===== src/rtl/button_conditioner_pkg.sv =====
// Shared definitions for the push-button conditioner.
// Channel state encoding, button indices and the ms-tick divider.
package button_conditioner_pkg;

    typedef enum logic [1:0] {
        RELEASED   = 2'b00,
        PRESS_DB   = 2'b01,
        PRESSED    = 2'b10,
        RELEASE_DB = 2'b11
    } chState_e;

    localparam int BTN_FEED    = 0;
    localparam int BTN_LIGHT   = 1;
    localparam int BTN_ECHO    = 2;
    localparam int BTN_HEAL    = 3;
    localparam int BTN_CHSTATE = 4;
    localparam int BTN_TEST    = 5;

    // Clock cycles per 1 ms tick.
    function automatic int msTickDiv(input int clkFreq);
        return clkFreq / 1000;
    endfunction

endpackage


===== src/rtl/button_conditioner_if.sv =====
// Button bundle between the raw board inputs and the pet-state FSM.
// master drives the raw buttons, slave is the conditioner.
interface button_conditioner_if #(
    parameter int NBTN = 6
);
    logic [NBTN-1:0] btn_n;
    logic [NBTN-1:0] press_pulse;
    logic [NBTN-1:0] release_pulse;
    logic [NBTN-1:0] level;
    logic [NBTN-1:0] long_pulse;
    logic            tick_ms;

    modport master (
        output btn_n,
        input  press_pulse,
        input  release_pulse,
        input  level,
        input  long_pulse,
        input  tick_ms
    );

    modport slave (
        input  btn_n,
        output press_pulse,
        output release_pulse,
        output level,
        output long_pulse,
        output tick_ms
    );
endinterface


===== src/rtl/button_conditioner_btn_channel.sv =====
// One button channel: synchronizer, debounce FSM, hold timer.
// Pulses are registered so they line up with the level change.
module btn_channel
    import button_conditioner_pkg::*;
#(
    parameter int DEBOUNCE_MS   = 20,
    parameter int LONG_PRESS_MS = 5000
) (
    input  logic clk,
    input  logic rst,
    input  logic tick,
    input  logic btnN,
    output logic pressPulse,
    output logic releasePulse,
    output logic level,
    output logic longPulse
);
    localparam int DBW = $clog2(DEBOUNCE_MS + 1);
    localparam int HW  = $clog2(LONG_PRESS_MS + 1);

    logic           s1;
    logic           s2;
    logic           raw;
    chState_e       state;
    chState_e       stateN;
    logic [DBW-1:0] dbCnt;
    logic [DBW-1:0] dbN;
    logic [HW-1:0]  holdCnt;
    logic [HW-1:0]  holdN;
    logic           longDone;
    logic           ldN;
    logic           ppN;
    logic           rpN;
    logic           lpN;

    assign raw   = ~s2;
    assign level = (state == PRESSED) || (state == RELEASE_DB);

    // Two-flop synchronizer; idles high (button released).
    always_ff @(posedge clk) begin
        if (rst) begin
            s1 <= 1'b1;
            s2 <= 1'b1;
        end else begin
            s1 <= btnN;
            s2 <= s1;
        end
    end

    // State, counters and registered strobes.
    always_ff @(posedge clk) begin
        if (rst) begin
            state        <= RELEASED;
            dbCnt        <= '0;
            holdCnt      <= '0;
            longDone     <= 1'b0;
            pressPulse   <= 1'b0;
            releasePulse <= 1'b0;
            longPulse    <= 1'b0;
        end else begin
            state        <= stateN;
            dbCnt        <= dbN;
            holdCnt      <= holdN;
            longDone     <= ldN;
            pressPulse   <= ppN;
            releasePulse <= rpN;
            longPulse    <= lpN;
        end
    end

    // Next-state, debounce counting and hold timing.
    always_comb begin
        stateN = state;
        dbN    = dbCnt;
        holdN  = holdCnt;
        ldN    = longDone;
        ppN    = 1'b0;
        rpN    = 1'b0;
        lpN    = 1'b0;
        unique case (state)
            RELEASED: begin
                if (raw) begin
                    stateN = PRESS_DB;
                    dbN    = '0;
                end
            end
            PRESS_DB: begin
                if (!raw) begin
                    stateN = RELEASED;
                    dbN    = '0;
                end else if (tick) begin
                    if (dbCnt == DBW'(DEBOUNCE_MS - 1)) begin
                        stateN = PRESSED;
                        dbN    = '0;
                        ppN    = 1'b1;
                        holdN  = '0;
                        ldN    = 1'b0;
                    end else begin
                        dbN = dbCnt + 1'b1;
                    end
                end
            end
            PRESSED, RELEASE_DB: begin
                if (tick && holdCnt != HW'(LONG_PRESS_MS)) begin
                    holdN = holdCnt + 1'b1;
                    if (holdCnt == HW'(LONG_PRESS_MS - 1)
                        && !longDone) begin
                        lpN = 1'b1;
                        ldN = 1'b1;
                    end
                end
                if (state == PRESSED) begin
                    if (!raw) begin
                        stateN = RELEASE_DB;
                        dbN    = '0;
                    end
                end else if (raw) begin
                    stateN = PRESSED;
                    dbN    = '0;
                end else if (tick) begin
                    if (dbCnt == DBW'(DEBOUNCE_MS - 1)) begin
                        stateN = RELEASED;
                        dbN    = '0;
                        rpN    = 1'b1;
                    end else begin
                        dbN = dbCnt + 1'b1;
                    end
                end
            end
        endcase
    end

endmodule


===== src/rtl/button_conditioner.sv =====
// Push-button conditioner top: shared 1 kHz prescaler
// plus one debounce channel per button.
module button_conditioner
    import button_conditioner_pkg::*;
#(
    parameter int NBTN          = 6,
    parameter int CLK_FREQ      = 50000000,
    parameter int DEBOUNCE_MS   = 20,
    parameter int LONG_PRESS_MS = 5000
) (
    input  logic clk,
    input  logic rst,
    button_conditioner_if.slave bus
);
    localparam int TDIV = msTickDiv(CLK_FREQ);
    localparam int TW   = (TDIV > 1) ? $clog2(TDIV) : 1;

    logic [TW-1:0] preCnt;
    logic          tick;

    assign tick        = (preCnt == TW'(TDIV - 1));
    assign bus.tick_ms = tick;

    // Free-running ms prescaler, wraps at TDIV-1.
    always_ff @(posedge clk) begin
        if (rst) begin
            preCnt <= '0;
        end else if (tick) begin
            preCnt <= '0;
        end else begin
            preCnt <= preCnt + 1'b1;
        end
    end

    for (genvar i = 0; i < NBTN; i++) begin : g_ch
        btn_channel #(
            .DEBOUNCE_MS  (DEBOUNCE_MS),
            .LONG_PRESS_MS(LONG_PRESS_MS)
        ) u_ch (
            .clk         (clk),
            .rst         (rst),
            .tick        (tick),
            .btnN        (bus.btn_n[i]),
            .pressPulse  (bus.press_pulse[i]),
            .releasePulse(bus.release_pulse[i]),
            .level       (bus.level[i]),
            .longPulse   (bus.long_pulse[i])
        );
    end

endmodule


===== src/flat_wrapper.sv =====
// flat-port wrapper written by rule: the top's interface ports become plain ports
module button_conditioner_flat import button_conditioner_pkg::*;
#(
    parameter int NBTN          = 6,
    parameter int CLK_FREQ      = 50000000,
    parameter int DEBOUNCE_MS   = 20,
    parameter int LONG_PRESS_MS = 5000
)
  (clk, rst, bus_btn_n, bus_press_pulse, bus_release_pulse, bus_level, bus_long_pulse, bus_tick_ms);
  button_conditioner_if #(.NBTN(NBTN)) bus_i ();
  input  logic clk;
  input  logic rst;
  input wire logic [$bits(bus_i.btn_n)-1:0] bus_btn_n;
  output wire logic [$bits(bus_i.press_pulse)-1:0] bus_press_pulse;
  output wire logic [$bits(bus_i.release_pulse)-1:0] bus_release_pulse;
  output wire logic [$bits(bus_i.level)-1:0] bus_level;
  output wire logic [$bits(bus_i.long_pulse)-1:0] bus_long_pulse;
  output wire logic [$bits(bus_i.tick_ms)-1:0] bus_tick_ms;
  assign bus_i.btn_n = bus_btn_n;
  assign bus_press_pulse = bus_i.press_pulse;
  assign bus_release_pulse = bus_i.release_pulse;
  assign bus_level = bus_i.level;
  assign bus_long_pulse = bus_i.long_pulse;
  assign bus_tick_ms = bus_i.tick_ms;
  button_conditioner #(.NBTN(NBTN), .CLK_FREQ(CLK_FREQ), .DEBOUNCE_MS(DEBOUNCE_MS), .LONG_PRESS_MS(LONG_PRESS_MS)) u_core (.clk(clk), .rst(rst), .bus(bus_i));
endmodule

===== config.mk =====
export PLATFORM = sky130hd
export DESIGN_NAME = button_conditioner_flat
export DESIGN_NICKNAME = d
export VERILOG_FILES = /design/src/rtl/button_conditioner_pkg.sv /design/src/rtl/button_conditioner_if.sv /design/src/rtl/button_conditioner_btn_channel.sv /design/src/rtl/button_conditioner.sv /design/src/flat_wrapper.sv
export SDC_FILE = /design/constraint.sdc
export NUM_CORES = 1
export LEC_CHECK = 0
export ABC_AREA = 1
export CAP_MARGIN = 20
export CORE_MARGIN = 8
export CORE_UTILIZATION = 51
export DETAILED_ROUTE_END_ITERATION = 10
export HOLD_SLACK_MARGIN = 0.12
export PLACE_DENSITY = 0.71
export SYNTH_ARGS = -nofsm -noshare
export SYNTH_HDL_FRONTEND = slang
export SYNTH_SLANG_ARGS = --single-unit

===== constraint.sdc =====
create_clock -name clk -period 2.1 [get_ports clk]
set_clock_uncertainty 0.2 [all_clocks]
set_input_delay 0.42 -clock clk [delete_from_list [all_inputs] [get_ports clk]]
set_output_delay 0.42 -clock clk [all_outputs]
set_load 0.01 [all_outputs]

==> metrics.txt <==
outcome=finished with violations; failing checks=negative setup slack; Comb power frac=6.9%; std cell rows=49; antenna violations before repair=0; post-synth top area share=37.4%; Synth Instances=1389; sequential power share=45.1%; die extent in y=150 µm; CTS tree=done; clock root buffer=clkbuf_16; setup violators final=15; #FFs+latches synth=172; Core ar.=0.0178 mm²; largest net degree at the start of global routing=50; Fin Setup TNS=-0.385 ns; # clock sinks=172; worst-path fanout max=3; maxcap violations=0; fin crit period=2.19 ns; RSZ-0062 raised after global routing=true; relative slew slack=62.4%; Crit Path Class=register to output port; final worst slack=-0.0869 ns; Die Area=0.0226 mm²; vias in the first global route=8035; most common cell after layout, fill and taps aside=nand2_1; routed len/inst=12.5 µm; endpoints failing hold=0; measured slew at the worst slew-check pin=0.559 ns; Final ANT Viol Nets=0; GRT Overall Usage=18.4%; WL final=21.8 mm; sequential area share after synthesis=37.4%; mapped cell area=0.00922 mm²; Clock transition at path regs=0.06 ns; Psw=1.66 mW; area growth from synthesis to layout=26.0%; Tcrit/Tclk final=104%; largest area contributor in the netlist=dfxtp_1; Final Cell Area=0.0116 mm²; CP endpoint kind=output port; Leakage=4.72 nW; GP Congestion=0.861; Iteration-0 DRC Markers=547; Clock power frac=48.0%; layout cells sized above 1=19.8%; DRT Pass-1 Iters=5; first-pass GRT wire length=34.8 mm; pins over their slew limit=0; max reg flops=78; required time worst endpoint=1.48 ns; sw frac=22.3%; commonest non-fill, non-tap cells in the layout=nand2_1 (263), inv_1 (199), nor2_1 (188); Power Dens Cells=641 mW/mm²; Biggest register=u_core.g_ch.u_ch.holdCnt; Peak VDD IR=818 µV; CP startpoint kind=register; post-DP HPWL=14.8 mm; worst skew pair latency=0.43 ns; final global-route overflow total=0; Ant. Diodes=0; DR vias=8899; Avg Cell Area, Syn=6.64 µm²; Internal=5.79 mW; CTS Buffer Depth=2; top cells by area, synth=dfxtp_1 (37%), nand2_1 (12%), inv_1 (8.4%); die width=150 µm; Ys Warns=0; TritonCTS Buffers=17; vias per cell=5.13; Worst EP arrival=1.57 ns; Syn Nets=1416; DP Area=0.0102 mm²; Unique masters post-synth=50; nets@finish=1522; FMAX=457 MHz; biggest registers after layout=u_core.g_ch.u_ch.holdCnt x78, u_core.g_ch.u_ch.dbCnt x30, u_core.preCnt x16; Starting Density=51.7%; Placement Setup Slack=-0.113 ns; final std cells w/o fill=1736; placed cells=1681; worst min-delay path class=register to register; I/O Buffers=32; H-tree depth=4; Ports=33; Residual DRC=0; post-route total power=7.45 mW
[Yosys cell counts (all sizes together)]
| cell | number |
|---|---|
| nand2 | 303 |
| nor2 | 218 |
| inv | 216 |
| dfxtp | 172 |
| nand3 | 121 |
| a21oi | 72 |
| o21ai | 59 |
| buf | 39 |
| nand4 | 39 |
| nor3 | 37 |
| ha | 19 |
| clkbuf | 17 |
| or2 | 16 |
| nor4 | 14 |
| xor2 | 12 |
| o21bai | 7 |
| and2 | 5 |
| o21a | 5 |
| and3 | 3 |
| o211ai | 3 |
| clkinv | 2 |
| nand3b | 2 |
| nor3b | 2 |
| a211oi | 1 |
| a21boi | 1 |
| o211a | 1 |
| o22ai | 1 |
| o31ai | 1 |
| xnor2 | 1 |
[final timing paths]
kind / start / end / slack (ns) / cells after the start
max: u_core.preCnt[0]$_SDFF_PP0_ / bus_tick_ms / -0.09 / 8
max reg2reg: u_core.preCnt[0]$_SDFF_PP0_ / u_core.g_ch[4].u_ch.dbCnt[4]$_SDFFE_PP0P_ / -0.04 / 14
min reg2reg: u_core.g_ch[5].u_ch.s1$_SDFF_PP1_ / u_core.g_ch[5].u_ch.s2$_SDFF_PP1_ / 0.21 / 1
min: u_core.g_ch[5].u_ch.s1$_SDFF_PP1_ / u_core.g_ch[5].u_ch.s2$_SDFF_PP1_ / 0.21 / 1
[area by class of cell]
class	count	area [µm²]
Tap cell	229	287
Clock buffer	20	457
Timing Repair Buffer	140	1340
Sequential cell	172	3470
Inverter	218	836
Multi-Input combinational cell	945	5010
Fill cell	1529	6220
Timing Repair inverter	1	5.00
Clock inverter	11	215
[power by group through the flow]
stage	sequential [mW]	clock [mW]	combinational, mW
6_report	3.36	3.58	0.511
4_1_cts	3.36	3.64	0.451
3_5_place_dp	3.43	0	0.437
2_1_floorplan	3.40	0	0.320
5_1_grt	3.37	3.77	0.566
3_3_place_gp	3.43	0	0.428
[metal layers]
layer | track usage [%] | share of wire [%] | vias to the layer above
met2 | 32.0 | 49 | 177
li1 | - | - | 4611
met5 | 0 | 0 | -
met3 | 3.97 | 4.0 | 25
met4 | 5.85 | 1.5 | 0
met1 | 22.3 | 46 | 4086
[kinds of logic (layout without fill, tap and decap cells)]
logic type / Yosys count / after routing / synth area share (%)
flops: 172 / 172 / 37.4
compound gates: 151 / 151 / 9.08
xor+xnor: 13 / 13 / 1.24
fa+ha+maj: 19 / 19 / 2.58
buf+inv: 274 / 390 / 12.8
simple gates: 760 / 762 / 37.0
[worst max-delay path, cell delays in order (launching register included)]
cell	delay [ns]
dfxtp_2	0.35
ha_4	0.15
nand2_4	0.06
inv_4	0.06
nand2_4	0.05
nor2_4	0.10
inv_2	0.06
nor2_4	0.16
buf_6	0.14
[metrics by stage]
stage,utilization (%),hold slack [ns]
finish,65.1,0.208
global route,65.1,0.211
CTS,61.7,0.210
detailed placement,57.2,0.195
global placement,57.2,0.191
floorplan,-,0.189
[what timing repair did]
item,CTS,global route
hold buffers,0,0
pin swaps,6,36
cloned,1,4
buffers inserted,2,17
endpoints found under the setup margin,82,114
resized for setup,35,141
No activity file was read; power rests on OpenSTA's default activity.
